`src/rtl/mips_alu_pkg.sv`:
```
// Shared definitions for the mini-MIPS ALU: operation codes, datapath width and
// the first reserved operation code.
package mips_alu_pkg;

    localparam int WIDTH = 32;

    typedef enum logic [4:0] {
        OP_ADD   = 5'd0,
        OP_ADDU  = 5'd1,
        OP_SUB   = 5'd2,
        OP_SUBU  = 5'd3,
        OP_AND   = 5'd4,
        OP_OR    = 5'd5,
        OP_XOR   = 5'd6,
        OP_NOR   = 5'd7,
        OP_SLL   = 5'd8,
        OP_SRL   = 5'd9,
        OP_SRA   = 5'd10,
        OP_SLT   = 5'd11,
        OP_SLTU  = 5'd12,
        OP_MUL   = 5'd13,
        OP_MULU  = 5'd14,
        OP_MADD  = 5'd15,
        OP_MADDU = 5'd16,
        OP_LUI   = 5'd17,
        OP_PASSA = 5'd18
    } alu_op_e;

    localparam logic [4:0] RESERVED_BASE = 5'd19;

endpackage

```
`src/rtl/mips_alu_mul.sv`:
```
// Combinational 32x32->64 multiplier; is_signed selects two's-complement or
// unsigned interpretation of both operands.
module mips_alu_mul
    import mips_alu_pkg::*;
(
    input  logic [WIDTH-1:0]   a,
    input  logic [WIDTH-1:0]   b,
    input  logic               is_signed,
    output logic [2*WIDTH-1:0] product
);

    logic signed [WIDTH:0]       ext_a;
    logic signed [WIDTH:0]       ext_b;
    logic signed [2*WIDTH+1:0]   full;

    // One extra bit lets a single signed multiplier serve both modes.
    assign ext_a   = {is_signed & a[WIDTH-1], a};
    assign ext_b   = {is_signed & b[WIDTH-1], b};
    assign full    = ext_a * ext_b;
    assign product = full[2*WIDTH-1:0];

endmodule

```
`src/rtl/mips_alu_core.sv`:
```
// Registered 32-bit ALU with one-cycle latency. Define ALU_MULDIV_EN to enable
// the multiply / multiply-accumulate ops and the HI/LO accumulator.
module mips_alu_core
    import mips_alu_pkg::*;
(
    input  logic             clk,
    input  logic             rst,
    input  logic             in_valid,
    input  logic [4:0]       alu_ctrl,
    input  logic [WIDTH-1:0] in_a,
    input  logic [WIDTH-1:0] in_b,
    output logic             out_valid,
    output logic [WIDTH-1:0] result,
    output logic [WIDTH-1:0] result_hi,
    output logic             zero,
    output logic             overflow
);

    logic [WIDTH-1:0] sum;
    logic [WIDTH-1:0] diff;
    logic [4:0]       shamt;
    logic [WIDTH-1:0] res_next;
    logic             ovf_next;

    assign sum   = in_a + in_b;
    assign diff  = in_a - in_b;
    assign shamt = in_b[4:0];

`ifdef ALU_MULDIV_EN
    logic [2*WIDTH-1:0] acc_reg;
    logic [2*WIDTH-1:0] acc_next;
    logic               acc_we;
    logic [2*WIDTH-1:0] product;
    logic               mul_signed;
    logic [WIDTH-1:0]   hi_next;
    logic [WIDTH-1:0]   result_hi_reg;

    assign mul_signed = (alu_ctrl == OP_MUL) || (alu_ctrl == OP_MADD);

    mips_alu_mul u_mul (
        .a         (in_a),
        .b         (in_b),
        .is_signed (mul_signed),
        .product   (product)
    );
`endif

    always_comb begin
        res_next = '0;
        ovf_next = 1'b0;
`ifdef ALU_MULDIV_EN
        acc_next = acc_reg;
        acc_we   = 1'b0;
        hi_next  = '0;
`endif
        case (alu_ctrl)
            OP_ADD: begin
                res_next = sum;
                ovf_next = (in_a[WIDTH-1] == in_b[WIDTH-1]) && (sum[WIDTH-1] != in_a[WIDTH-1]);
            end
            OP_ADDU:  res_next = sum;
            OP_SUB: begin
                res_next = diff;
                ovf_next = (in_a[WIDTH-1] != in_b[WIDTH-1]) && (diff[WIDTH-1] != in_a[WIDTH-1]);
            end
            OP_SUBU:  res_next = diff;
            OP_AND:   res_next = in_a & in_b;
            OP_OR:    res_next = in_a | in_b;
            OP_XOR:   res_next = in_a ^ in_b;
            OP_NOR:   res_next = ~(in_a | in_b);
            OP_SLL:   res_next = in_a << shamt;
            OP_SRL:   res_next = in_a >> shamt;
            OP_SRA:   res_next = $unsigned($signed(in_a) >>> shamt);
            OP_SLT:   res_next = {{(WIDTH-1){1'b0}}, $signed(in_a) < $signed(in_b)};
            OP_SLTU:  res_next = {{(WIDTH-1){1'b0}}, in_a < in_b};
`ifdef ALU_MULDIV_EN
            OP_MUL, OP_MULU: begin
                acc_we   = 1'b1;
                acc_next = product;
                res_next = acc_next[WIDTH-1:0];
                hi_next  = acc_next[2*WIDTH-1:WIDTH];
            end
            OP_MADD, OP_MADDU: begin
                acc_we   = 1'b1;
                acc_next = acc_reg + product;
                res_next = acc_next[WIDTH-1:0];
                hi_next  = acc_next[2*WIDTH-1:WIDTH];
            end
`endif
            OP_LUI:   res_next = {in_b[15:0], 16'h0000};
            OP_PASSA: res_next = in_a;
            default:  res_next = '0;
        endcase
    end

    always_ff @(posedge clk or negedge rst) begin
        if (!rst) begin
            out_valid <= 1'b0;
            result    <= '0;
            zero      <= 1'b0;
            overflow  <= 1'b0;
        end else begin
            out_valid <= in_valid;
            if (in_valid) begin
                result   <= res_next;
                zero     <= (res_next == '0);
                overflow <= ovf_next;
            end
        end
    end

`ifdef ALU_MULDIV_EN
    always_ff @(posedge clk or negedge rst) begin
        if (!rst) begin
            acc_reg       <= '0;
            result_hi_reg <= '0;
        end else if (in_valid) begin
            result_hi_reg <= hi_next;
            if (acc_we) begin
                acc_reg <= acc_next;
            end
        end
    end

    assign result_hi = result_hi_reg;
`else
    assign result_hi = '0;
`endif

endmodule

```
`config.mk`:
```
export PLATFORM = sky130hd
export DESIGN_NAME = mips_alu_core
export DESIGN_NICKNAME = d
export VERILOG_FILES = /design/src/rtl/mips_alu_pkg.sv /design/src/rtl/mips_alu_mul.sv /design/src/rtl/mips_alu_core.sv
export SDC_FILE = /design/constraint.sdc
export NUM_CORES = 1
export LEC_CHECK = 0
export ABC_CLOCK_PERIOD_IN_PS = 900
export CORE_UTILIZATION = 55
export CTS_CLUSTER_DIAMETER = 80
export DETAILED_ROUTE_END_ITERATION = 6
export PLACE_DENSITY = 0.88
export SLEW_MARGIN = 5
export SYNTH_ARGS = -nofsm -noshare
export SYNTH_HDL_FRONTEND = slang
export SYNTH_HIERARCHICAL = 1
export SYNTH_SLANG_ARGS = --single-unit
```
`constraint.sdc`:
```
create_clock -name clk -period 0.9 [get_ports clk]
set_clock_uncertainty 0.05 [all_clocks]
set_input_delay 0.09 -clock clk [delete_from_list [all_inputs] [get_ports clk]]
set_output_delay 0.09 -clock clk [all_outputs]
set_load 0.02 [all_outputs]
```
==> metrics.yaml, run 1 <==
die:
  std_cell_rows: 54
  die_w_um: 153
  num_io_pins: 139
  start_util_pct: 56.6
  die_h_um: 153
logic_synthesis:
  synthArstFlopShare_pct: 100
  syn-cell-area_sq_mm: 0.0125
  synth_cell_type_count: 94
  synthFlopType: "dfrtp_1"
  synth_edf_count: 0
  yosysSeqAreaShare_pct: 7.03
  syn_inst: 1730
  synth_area_per_cell_sq_um: 7.20
  ys_seq_elements: 35
  yosys_warnings: 6
outcome:
  tool.error: "[ERROR DPL-0038] Utilization greater than 100%, impossible to legalize"
  outcome: "aborted with a tool error"
  haltStage: "clock tree synthesis (4_1_cts)"
place:
  portBuffers: 106
  gp_congestion: 1.31
  dp_cells: 2582
  dpl.hpwl_um: 57200
clock_network:
  cts_setup_buffers: 147
  cts_resized: 1002
  htree_num_levels: 2
  clockBufferDepth: 2
  cts_buffers: 5
  cts.sinks: 35
  cts_root_buffer: "clkbuf_16"
  cts-hold-fix-buffers: 0
through the flow:
step                      hold slack (ns)  cell area (sq um)  utilization, %  TNS (ns)  setup WS, ns
after global placement              0.417              18100            82.2    -83.58         -2.95
after detailed placement            0.429              18100            82.2    -89.66         -3.41
after floorplan                    -0.256              13000               -    -55.33         -2.40
synth_stat cells (7+ instances only):
cell type	n	area [sq um]
ha_1	103	1290
o32ai_1	7	61.3
mux4_2	26	586
o21a_1	10	75.1
mux2i_1	77	771
mux2_2	49	552
a22o_1	7	61.3
buf_2	38	190
and3_1	9	56.3
nand4_1	27	169
buf_6	10	113
o22ai_1	21	131
nand2b_1	27	169
nor4_1	15	93.8
clkbuf_1	90	338
buf_1	8	30.0
dfrtp_1	35	876
xnor2_1	55	482
o211a_1	7	70.1
a221oi_1	27	236
nor3_1	54	270
o31ai_1	15	113
a211o_1	8	70.1
o2111ai_1	8	70.1
a21o_1	10	75.1
a31oi_1	23	144
or3_1	12	75.1
nor2_1	153	574
a222oi_1	7	70.1
buf_4	39	293
a22oi_1	32	240
o21ai_1	12	60.1
o21bai_1	9	67.6
a221o_1	9	90.1
nor2b_1	21	131
o211ai_1	24	180
o21ai_0	83	415
nand2_1	127	477
nand3_1	49	245
inv_1	93	349
a21oi_1	136	681
a211oi_1	30	225
kinds of logic after synthesis:
| group | count (synthesis) | share of synthesized area [%] |
|---|---|---|
| other | 1 | 0.0301 |
| multiplexers | 157 | 15.8 |
| flip-flops | 35 | 7.03 |
| adder cells (fa/ha/maj) | 105 | 10.7 |
| AND/OR/NAND/NOR | 525 | 20.1 |
| XOR/XNOR | 59 | 4.15 |
| buffers and inverters | 282 | 10.7 |
| AO/OA/AOI/OAI | 566 | 31.6 |
==> run 2: changes to the inputs <==
- CORE_UTILIZATION: 55 -> 40
- CTS_CLUSTER_DIAMETER: 80 -> not set
- PLACE_DENSITY: 0.88 -> not set
- PLACE_DENSITY_LB_ADDON: not set -> 0.15
==> metrics.yaml, run 2 <==
timing:
  worst_slack_ns: -2.31
  fin_crit_ns: 3.21
  fmax_mhz: 312
  period_share_pct: 356
  drv_slew: 0
  rsz0062_at_grt: "true"
  setup_violations: 69
  tightestPinTransition_ns: 0.801
  setup_tns_ns: -60.46
  hold_viol: 0
  max_slew_margin_pct: 46.3
critical_path:
  reg2reg_slack_ns: -0.08
  critPathMaxFanout: 4
  critPathLaunchType: "input port"
  worstReg2RegStart: "result[27]"
  critPathLaunch: "in_b[1]"
  cp.arrival_ns: 3.36
  cp.required_ns: 1.05
  cp-end-kind: "flip-flop"
  regToRegEndpoint: "result[27]"
  r2r_cells: 3
  worst-setup-path-type: "in -> reg"
final_layout:
  layout-drive-gt1-share_pct: 56.9
  seq_area_sq_um: 876
  multi_input_area_sq_mm: 0.0131
  largest-register: "result"
  largest_reg_flops: 32
  fin_nets: 2740
  fin_area_sq_mm: 0.0234
  layout_commonest_cell: "buf_4"
  syn_to_final_growth_pct: 88.0
  fillCellCount: 2139
  layout_common_cells: "buf_4 (731), buf_6 (144), nor2_1 (130), nand2_1 (117), a21oi_1 (87)"
pwr:
  intPower_mw: 10.6
  seqPwrFrac_pct: 9.6
  pwr-share-clk_pct: 10.2
  p_per_area_mw_per_mm2: 851
  leakage_nw: 10.4
  switching_share_pct: 46.9
  p_sw_mw: 9.35
  p_comb_share_pct: 80.2
  peakVddDrop_uv: 736
  p_total_mw: 19.9
place:
  portBuffers: 106  # unchanged
  dpl.hpwl_um: 61600  # was 57200 um
  dpl_cell_area_sq_mm: 0.0190  # was 0.0181 sq mm
  gp_congestion: 1.05  # was 1.31
route:
  firstDrtPassIters: 7
  drt_iter0_drc: 2830
  vias: 19700
  drc_errors: 2
  routed_wl_um: 84500
  wire_per_inst_um: 28.5
  ant_nets: 0
  drt-vias-per-instance: 6.65
clock_network:
  cts_buffers: 5  # unchanged
  htree_num_levels: 2  # unchanged
  clockBufferDepth: 2  # unchanged
  cts-hold-fix-buffers: 0  # unchanged
  cts_tree: "built"
  clk_pin_slew_ns: 0.07
  clk_latency_ns: 0.29
  cts_root_buffer: "clkbuf_16"  # unchanged
  cts.sinks: 35  # unchanged
die:
  die_w_um: 179  # was 153 um
  die_h_um: 179  # was 153 um
  die_area_sq_mm: 0.0319
  start_util_pct: 40.7  # was 56.6%
  std_cell_rows: 64  # was 54
  num_io_pins: 139  # unchanged
  core-area_sq_mm: 0.0306
global_routing:
  grt_max_degree: 61
  grt_pass1_vias: 18500
  antenna_found_initial: 3
  gr-total-overflow: 0
  grt_usage_pct: 50.5
  grt_first_pass_wirelength_um: 118000
outcome:
  failed_checks: "design-rule violations, negative setup slack"
  outcome: "finished with violations"  # was aborted with a tool error
logic_synthesis:
  yosys.cell_count.top_type: "nor2_1"  # unchanged
  yosysTopAreaCell: "ha_1"  # unchanged
  syn_inst: 1730  # unchanged
  ys_top_cells_by_count: "nor2_1 (153), a21oi_1 (136), nand2_1 (127)"  # unchanged
  syn-cell-area_sq_mm: 0.0125  # unchanged
  synthFlopType: "dfrtp_1"  # unchanged
  ys_top_cells_by_area: "ha_1 (10%), dfrtp_1 (7.0%), mux2i_1 (6.2%)"  # unchanged
  ys_seq_elements: 35  # unchanged
  yosys_warnings: 6  # unchanged
  synth_top_area_share_pct: 10.3  # unchanged
  yosysSeqAreaShare_pct: 7.03  # unchanged
  synthArstFlopShare_pct: 100  # unchanged
  synth_area_per_cell_sq_um: 7.20  # unchanged
  synth_edf_count: 0  # unchanged
  synth_cell_type_count: 94  # unchanged
hold_path:
  hold_class: "in -> async"
job:
  maxCapViolCount: 0
==> run 2: power groups by stage <==
stage / sequential [mW] / clock, mW / combinational (mW)
after floorplan: 2.14 / 0 / 5.52
after global placement: 1.90 / 0 / 11.9
after detailed placement: 1.91 / 0 / 11.9
after CTS: 1.92 / 2.02 / 14.3
after global routing: 1.94 / 2.12 / 16.4
final: 1.92 / 2.03 / 16.0
==> run 2: area by class of cell <==
cell class              count  area share (%)
clock inverters             3           0.187
diodes                      1          0.0107
clock buffers               5           0.534
well taps                 396            2.11
flip-flops and latches     35            3.74
multi-input cells        1444            56.0
inverters                  97            1.84
repair buffers            980            35.6
==> run 2: worst max-delay path by stage <==
stage	endpoint	slack [ns]	cells past startpoint
final	zero	-2.31	16
after global routing	zero	-2.42	18
after CTS	zero	-2.36	15
after detailed placement	zero	-3.09	15
after global placement	zero	-3.04	17
after floorplan	zero	-2.40	18
==> run 2: metal layers <==
layer,global-route usage (%),share of wire (%)
met4,36.5,9.7
met2,77.2,42
met1,61.2,35
met5,0,0.022
met3,12.9,13
==> run 2: what timing repair did <==
item / 4_1_cts / 5_1_grt
endpoints found under the setup margin: 69 / 69
pin swaps: 148 / 126
gates cloned: 7 / 0
gates resized for setup: 857 / 210
buffers inserted: 114 / 57
==> run 2: cells by family (layout without fill, tap and decap cells) <==
logic type	Yosys count	in the layout	synth area share (%)
buffers and inverters	282	1085	10.7
and+or+nand+nor	525	525	20.1
AOI/OAI and AO/OA	566	566	31.6
muxes	157	157	15.8
adders and majority gates	105	105	10.7
xor gates and xnor gates	59	59	4.15
other	1	33	0.0301
DFF	35	35	7.03
==> run 2: metrics by stage <==
step	hold WS, ns	utilization (%)	setup slack [ns]	cells
global placement	0.419	62.3	-3.04	2802
floorplan	-0.256	-	-2.40	1761
global route	0.136	76.6	-2.42	2960
finish	0.124	76.6	-2.31	2961
CTS	0.132	73.0	-2.36	2919
detailed placement	0.434	62.3	-3.09	2802
==> run 2: critical path, stage by stage <==
cell	delay (ns)
buf_12	0.10
clkinv_8	0.05
buf_8	0.13
ha_4	0.24
a211oi_4	0.36
o21ai_4	0.13
buf_6	0.16
a311oi_2	0.26
a211oi_2	0.12
xnor2_2	0.45
o211a_4	0.28
nand3_2	0.09
nor4_2	0.26
and4_1	0.23
nand4_1	0.13
o32ai_2	0.27
Power figures use the tool's default switching activity.
==> run 3: changes to the inputs <==
- REMOVE_ABC_BUFFERS: not set -> 1
- SYNTH_HIERARCHICAL: 1 -> not set
==> metrics.yaml, run 3 <==
final_layout:
  largest-register: "result"  # unchanged
  layout_commonest_cell: "buf_4"  # unchanged
  fin_area_sq_mm: 0.0226  # was 0.0234 sq mm
  fin_nets: 2691  # was 2740
  syn_to_final_growth_pct: 81.3  # was 88.0%
  layout-drive-gt1-share_pct: 53.6  # was 56.9%
  largest_reg_flops: 32  # unchanged
  layout_common_cells: "buf_4 (707), nor2_1 (139), buf_6 (122), nand2_1 (113), a21oi_1 (97)"  # was buf_4 (731), buf_6 (144), nor2_1 (130), nand2_1 (117), a21oi_1 (87)
timing:
  max_slew_margin_pct: 38.2  # was 46.3%
  tightestPinTransition_ns: 0.917  # was 0.801 ns
  worst_slack_ns: -2.49  # was -2.31 ns
  hold_viol: 0  # unchanged
  drv_slew: 0  # unchanged
  fmax_mhz: 295  # was 312 MHz
  whs_ns: 0.122  # was 0.124 ns
  fin_crit_ns: 3.39  # was 3.21 ns
  setup_violations: 69  # unchanged
  rsz0062_at_grt: "true"  # unchanged
  period_share_pct: 376  # was 356%
critical_path:
  crit_buf_inv: 4  # unchanged
  critPathLaunch: "in_b[1]"  # unchanged
  reg2reg_slack_ns: -0.07  # was -0.08 ns
  worstReg2RegStart: "result[11]"  # was result[27]
  crit_family: "compound AO/OA/AOI/OAI gates"  # unchanged
  regToRegEndpoint: "result[11]"  # was result[27]
  slowest_stage: "a2111o_1"  # was xnor2_2
  cp_slowest_stage_delay_ns: 0.51  # was 0.45 ns
  cp.required_ns: 1.04  # was 1.05 ns
  cp_cell_sequence: "buf_8 > clkinvlp_4 > buf_4 > ha_4 > o21bai_4 > o211ai_1 > buf_4 > nand2_4 > o21ai_4 > xnor2_4 > a2111o_1 > nand4bb_4 > nor4_2 > and4_1 > nand4_1 > o32ai_2"  # was buf_12 > clkinv_8 > buf_8 > ha_4 > a211oi_4 > o21ai_4 > buf_6 > a311oi_2 > a211oi_2 > xnor2_2 > o211a_4 > nand3_2 > nor4_2 > and4_1 > nand4_1 > o32ai_2
  r2r_cells: 3  # unchanged
  critPathMaxFanout: 4  # unchanged
  worst-setup-path-type: "in -> reg"  # unchanged
  cp.arrival_ns: 3.53  # was 3.36 ns
  critPathLaunchType: "input port"  # unchanged
  cpMostUsedCell: "buf_4"
  cp-end-kind: "flip-flop"  # unchanged
route:
  ant_nets: 0  # unchanged
  vias: 19000  # was 19.7k
  firstDrtPassIters: 7  # unchanged
  drt-vias-per-instance: 6.53  # was 6.65
  drc_errors: 2  # unchanged
  wire_per_inst_um: 28.0  # was 28.5 um
  drt_iter0_drc: 2511  # was 2830
  routed_wl_um: 81600  # was 84500 um
clock_network:
  cts-hold-fix-buffers: 0  # unchanged
  cts_tree: "built"  # unchanged
  cts_root_buffer: "clkbuf_16"  # unchanged
  cts_buffers: 5  # unchanged
  clk_pin_slew_ns: 0.06  # was 0.07 ns
  clk_latency_ns: 0.29  # about the same
  cts.sinks: 35  # unchanged
  htree_num_levels: 2  # unchanged
  clockBufferDepth: 2  # unchanged
logic_synthesis:
  synthArstFlopShare_pct: 100  # unchanged
  synth_area_per_cell_sq_um: 7.20  # unchanged
  synth_cell_type_count: 94  # unchanged
  ys_top_cells_by_count: "nor2_1 (153), a21oi_1 (136), nand2_1 (127)"  # unchanged
  syn-cell-area_sq_mm: 0.0125  # unchanged
  yosys_warnings: 0  # was 6
  yosys.cell_count.top_type: "nor2_1"  # unchanged
  synth_top_area_share_pct: 10.3  # unchanged
  ys_seq_elements: 35  # unchanged
  synthFlopType: "dfrtp_1"  # unchanged
  yosysSeqAreaShare_pct: 7.03  # unchanged
  ys_top_cells_by_area: "ha_1 (10%), dfrtp_1 (7.0%), mux2i_1 (6.2%)"  # unchanged
  synth_edf_count: 0  # unchanged
  syn_inst: 1730  # unchanged
  yosysTopAreaCell: "ha_1"  # unchanged
die:
  die_h_um: 179  # unchanged
  num_io_pins: 139  # unchanged
  core-area_sq_mm: 0.0306  # unchanged
  die_area_sq_mm: 0.0319  # unchanged
  die_w_um: 179  # unchanged
  start_util_pct: 40.7  # unchanged
  std_cell_rows: 64  # unchanged
pwr:
  intPower_mw: 10.2  # was 10.6 mW
  seqPwrFrac_pct: 10.1  # was 9.6%
  peakVddDrop_uv: 1120  # was 736 uV
  p_per_area_mw_per_mm2: 847  # was 851 mW/mm^2
  switching_share_pct: 46.6  # was 46.9%
  pwr-share-clk_pct: 10.5  # was 10.2%
  p_comb_share_pct: 79.4  # was 80.2%
  leakage_nw: 10.2  # was 10.4 nW
  p_sw_mw: 8.92  # was 9.35 mW
global_routing:
  grt_first_pass_wirelength_um: 118000  # about the same
  grt_pass1_vias: 18400  # was 18.5k
  antenna_found_initial: 7  # was 3
  gr-total-overflow: 0  # unchanged
  grt_usage_pct: 50.1  # was 50.5%
  grt_max_degree: 61  # unchanged
hold_path:
  hold_class: "in -> async"  # unchanged
place:
  gp_congestion: 1.08  # was 1.05
  dpl.hpwl_um: 60800  # was 61600 um
  dpl_cell_area_sq_mm: 0.0186  # was 0.0190 sq mm
  portBuffers: 106  # unchanged
outcome:
  outcome: "finished with violations"  # unchanged
  failed_checks: "design-rule violations, negative setup slack"  # unchanged
job:
  maxCapViolCount: 0  # unchanged
run 3: cell counts after synthesis:
Identical to the previous run, type by type.
run 3: logic make-up after synthesis:
kind of cell | synth area share [%]
flip-flops | 7.03
buffers and inverters | 10.7
multiplexers | 15.8
XOR/XNOR | 4.15
adder cells (fa/ha/maj) | 10.7
AO/OA/AOI/OAI | 31.6
AND/OR/NAND/NOR | 20.1
other | 0.0301
run 3: worst reg2reg max path, delay by kind of cell, from the launching register on:
family                 cells  cell delay [ns]
and+or+nand+nor            1             0.12
DFF                        1             0.43
buffers and inverters      1             0.16
AOI/OAI and AO/OA          1             0.05
run 3: metal layers:
metal,track usage (%),vias to the layer above,wire (um)
met5,0,-,81
met2,75.3,1522,34000
met3,14.8,482,10000
met1,61.0,9002,29800
met4,35.2,12,7650
li1,-,8018,-
run 3: repair_timing:
| item | CTS | global route |
|---|---|---|
| setup endpoints to repair | 69 | 69 |
| gates resized for setup | 813 | 123 |
| setup buffers | 121 | 31 |
| cloned | 6 | 3 |
| pin swaps | 153 | 69 |
run 3: how the worst max path moves through the flow:
stage | slack [ns] | endpoint | cells past startpoint
4_1_cts | -2.41 | zero | 17
2_1_floorplan | -2.38 | zero | 13
3_5_place_dp | -3.28 | zero | 16
5_1_grt | -2.55 | zero | 17
6_report | -2.49 | zero | 16
3_3_place_gp | -3.27 | zero | 16
run 3: stage by stage:
step / utilization (%) / total power [mW] / setup WS, ns / std cells / TNS, ns
after floorplan: - / 6.66 / -2.38 / 1576 / -55.02
after global placement: 60.7 / 13.5 / -3.27 / 2773 / -92.30
after detailed placement: 60.7 / 13.5 / -3.28 / 2773 / -93.34
after CTS: 71.9 / 18.0 / -2.41 / 2895 / -60.88
after global routing: 73.9 / 19.7 / -2.55 / 2911 / -66.83
final: 73.9 / 19.1 / -2.49 / 2913 / -65.56
run 3: final cells by class:
cell class | count | area, sq um
Clock buffer | 5 | 125
Antenna cell | 2 | 5.00
Tap cell | 396 | 495
Clock inverter | 3 | 43.8
Sequential cell | 35 | 876
Timing Repair Buffer | 930 | 7960
Inverter | 97 | 374
Multi-Input combinational cell | 1445 | 12700
Fill cell | 2383 | 7990
run 3: power groups by stage:
stage                     clock network (mW)  logic [mW]  registers (mW)
after global routing                    2.09        15.7            1.95
after floorplan                            0        4.52            2.14
after detailed placement                   0        11.6            1.91
after CTS                               2.03        14.0            1.92
after global placement                     0        11.6            1.90
final                                   2.01        15.2            1.93
==> RTL edit, RTL diff (settings of run 2) <==
Put one more register stage on the output `result`. The value now appears one clock later. The other outputs are not delayed to match.
--- a/src/rtl/mips_alu_core.sv
+++ b/src/rtl/mips_alu_core.sv
@@ -15,6 +15,8 @@
     output logic             zero,
     output logic             overflow
 );
+
+    logic [WIDTH-1:0] result_s0;
 
     logic [WIDTH-1:0] sum;
     logic [WIDTH-1:0] diff;
@@ -96,13 +98,13 @@
     always_ff @(posedge clk or negedge rst) begin
         if (!rst) begin
             out_valid <= 1'b0;
-            result    <= '0;
+            result_s0 <= '0;
             zero      <= 1'b0;
             overflow  <= 1'b0;
         end else begin
             out_valid <= in_valid;
             if (in_valid) begin
-                result   <= res_next;
+                result_s0 <= res_next;
                 zero     <= (res_next == '0);
                 overflow <= ovf_next;
             end
@@ -127,5 +129,9 @@
     assign result_hi = '0;
 `endif
 
+    always_ff @(posedge clk) begin
+        result <= result_s0;
+    end
+
 endmodule
 
Function: changed (a bounded check fails within 4 cycles, from zero or initial values and one cycle with rst low).
==> RTL edit against run 2 <==
  * The run still ends with design-rule violations, negative setup slack left
  * Count of clock-buffer cells in the layout is 9 higher
  * Sequential cell count increased by 32
  * Total power is 6.8% higher
  * Via count is 13% lower
  * Register-to-register slack better by 0.02 ns
  * Setup slack worse by 0.15 ns
  * Wire length down 14%
  * Synthesized area shrank 0.21%
  * Worst hold slack better by 0.083 ns
  * Final area is 6.5% lower
  * Maximum frequency shrank 4.5%
  * Utilization fell by 5.0 points
==> RTL edit: results (changes against run 2) <==
.. list-table::
   :header-rows: 1

   * - Metric
     - Value
   * - Top flop regs
     - result: 32 flops, result_s0: 32 flops
   * - Share of synthesized area occupied by flip-flops and latches
     - 12.19% (+5.2 points)
   * - Leading cell types by count after synthesis
     - 137 x nand2_1, 128 x a21oi_1, 122 x nor2_1
   * - Post-layout utilization of the core
     - 71.66% (-5.0 points)
   * - Worst hold path type
     - in -> async
   * - Insertion delay of the later-clocked pin in the worst-skew pair
     - 0.32 ns (+0.03 ns)
   * - Violated checks
     - design-rule violations, negative setup slack
   * - Largest cells by area after synthesis
     - ha_1 10%, dfrtp_1 7.0%, mux4_2 6.3%
   * - Outcome
     - finished with violations
   * - Avg Synthesized Cell Area
     - 7.691 µm² (+6.8%)
   * - Weighted congestion reported at the end of routability-driven placement
     - 1.043 (-0.94%)
   * - Share of final-layout standard cells stronger than drive strength 1
     - 54.99% (-1.9 points)
   * - Flip-flop cell with the highest count after synthesis
     - dfrtp_1
   * - Max FO, Critical Path
     - 11 (+7)
   * - Remaining routing DRC violations
     - 37 (+35)
   * - Root Driver
     - clkbuf_16
   * - Post-route setup slack
     - -2.458 ns (-0.1515 ns)
   * - Number of nets in the final layout
     - 2525 (-7.8%)
   * - Num CTS Buffers
     - 9 (+4)
   * - Worst IR Drop VDD
     - 1321 µV (+80%)
   * - Final cell count without fillers
     - 2752 (-7.1%)
   * - Detailed Route Iter0 Violations
     - 2162 (-24%)
   * - Pin count of the biggest net entering global routing
     - 58 (-4.9%)
   * - Leakage power
     - 9.912 nW (-4.9%)
   * - Total routing usage reported by global routing
     - 44.75% (-5.7 points)
   * - Register-to-register setup slack
     - -0.06 ns (+0.02 ns)
   * - Wire length of the first global-routing pass
     - 104900 µm (-11%)
   * - Detailed-route vias per instance
     - 6.258 (-5.9%)
   * - Clock-pin slew reported for the worst setup and hold paths after clock tree synthesis
     - 0.05 ns (-0.02 ns)
   * - Async set-or-reset flop fraction in the synthesized netlist
     - 52.24% (-48 points)
   * - Number of I/O port buffers
     - 106 (unchanged)
   * - Cell Area, Placed
     - 18210 µm² (-4.4%)
   * - Pin slew with the least headroom to its limit
     - 1.096 ns (+0.2950 ns)
   * - Top cell family by delay on the critical path
     - simple AND/OR/NAND/NOR gates
   * - Detailed Routing Iterations Pass 1
     - 7 (unchanged)
   * - Largest buffer count on any clock path
     - 2 (unchanged)
   * - Terminus of the critical flop-to-flop path
     - overflow$_DFFE_PN0P_
   * - H-tree level count
     - 3 (+1)
   * - Cell with the biggest individual delay on the critical path
     - or4_4
   * - Number of antenna violations at the first check in global routing
     - 2 (-1)
   * - Final Setup Violations
     - 41 (-41%)
   * - Vias in the first global route
     - 16650 (-9.9%)
   * - Wire length per cell after detailed routing
     - 26.41 µm (-7.4%)
   * - Worst r2r src
     - overflow$_DFFE_PN0P_
   * - Critical path origin
     - in_b[1]
   * - Crit path largest cell delay
     - 0.56 ns (+0.11 ns)
   * - Number of fillers in the final layout
     - 2398 (+12%)
   * - Hpwl dp
     - 56330 µm (-8.6%)
   * - Cell count after placement
     - 2625 (-6.3%)
-- RTL edit: cell types whose count changed after synthesis, sizes merged, moves of 14 or more --
| cell | before | now |
|---|---|---|
| dfxtp | 0 | 32 |
| nor2 | 154 | 123 |
| nand3 | 49 | 31 |
| nor3 | 55 | 37 |
| mux2i | 77 | 60 |
| o21ai | 95 | 79 |
| nand2b | 27 | 12 |
| xnor2 | 55 | 41 |
| xor2 | 4 | 18 |
-- RTL edit: where the power goes --
group | switching, mW | internal [mW]
clock | 1.16 | 2.58
combinational | 7.37 | 6.58
sequential | 0.193 | 3.42
total | 8.72 | 12.6
-- RTL edit: worst min path at each step --
stage	cells after the start	slack, ns	from	endpoint
detailed placement	2	0.02	rst	result_s0[14]$_DFFE_PN0P_
CTS	3	0.21	rst	result_s0[18]$_DFFE_PN0P_
floorplan	0	-0.26	rst	out_valid$_DFF_PN0_
global route	3	0.27	rst	result_s0[6]$_DFFE_PN0P_
global placement	2	0.01	rst	result_s0[14]$_DFFE_PN0P_
finish	3	0.21	rst	result_s0[6]$_DFFE_PN0P_
-- RTL edit: repair_timing --
item                                   in CTS  in global routing
setup endpoints to repair                  69                 69
hold buffers                                1                  0
pin swaps                                 137                 92
endpoints found under the hold margin      35                  0
resized for setup                         814                120
setup buffers                              99                 35
gates cloned                                4                  1
-- RTL edit: area by class of cell --
cell class | count | share of cell area (%)
Clock buffer | 14 | 1.204
Inverter | 97 | 1.752
Timing Repair Buffer | 865 | 32.93
Clock inverter | 2 | 0.2740
Sequential cell | 67 | 7.100
Multi-Input combinational cell | 1308 | 54.45
Tap cell | 396 | 2.260
Antenna cell | 3 | 0.03425
-- RTL edit: stage by stage --
stage | worst slack [ns] | power [mW] | setup TNS (ns)
detailed placement | -3.337 | 14.48 | -94.90
CTS | -2.258 | 20.33 | -56.06
global placement | -3.290 | 14.42 | -95.10
finish | -2.458 | 21.31 | -59.81
global route | -2.534 | 22.08 | -61.38
floorplan | -2.600 | 8.881 | -58.77
-- RTL edit: routing by layer --
layer  up-vias  track usage [%]  share of wire, %
met1      8272            56.54                38
met3       329            7.971                10
li1       7424                -                 -
met2      1196            70.53                44
met4         0            27.40               8.0
met5         -                0                 0
-- RTL edit: worst register-to-register path, delay by kind of cell (launching register included) --
family | cells | cell delay (ns)
compound gates | 2 | 0.25
buf+inv | 1 | 0.14
flops | 1 | 0.39
-- RTL edit: kinds of logic after synthesis --
family / after synthesis / share of synthesized area (%)
XOR/XNOR: 59 / 4.155
AND/OR/NAND/NOR: 453 / 17.29
adder cells (fa/ha/maj): 105 / 10.68
AO/OA/AOI/OAI: 513 / 28.70
flip-flops: 67 / 12.19
other: 1 / 0.03015
buffers and inverters: 273 / 10.58
multiplexers: 146 / 16.36
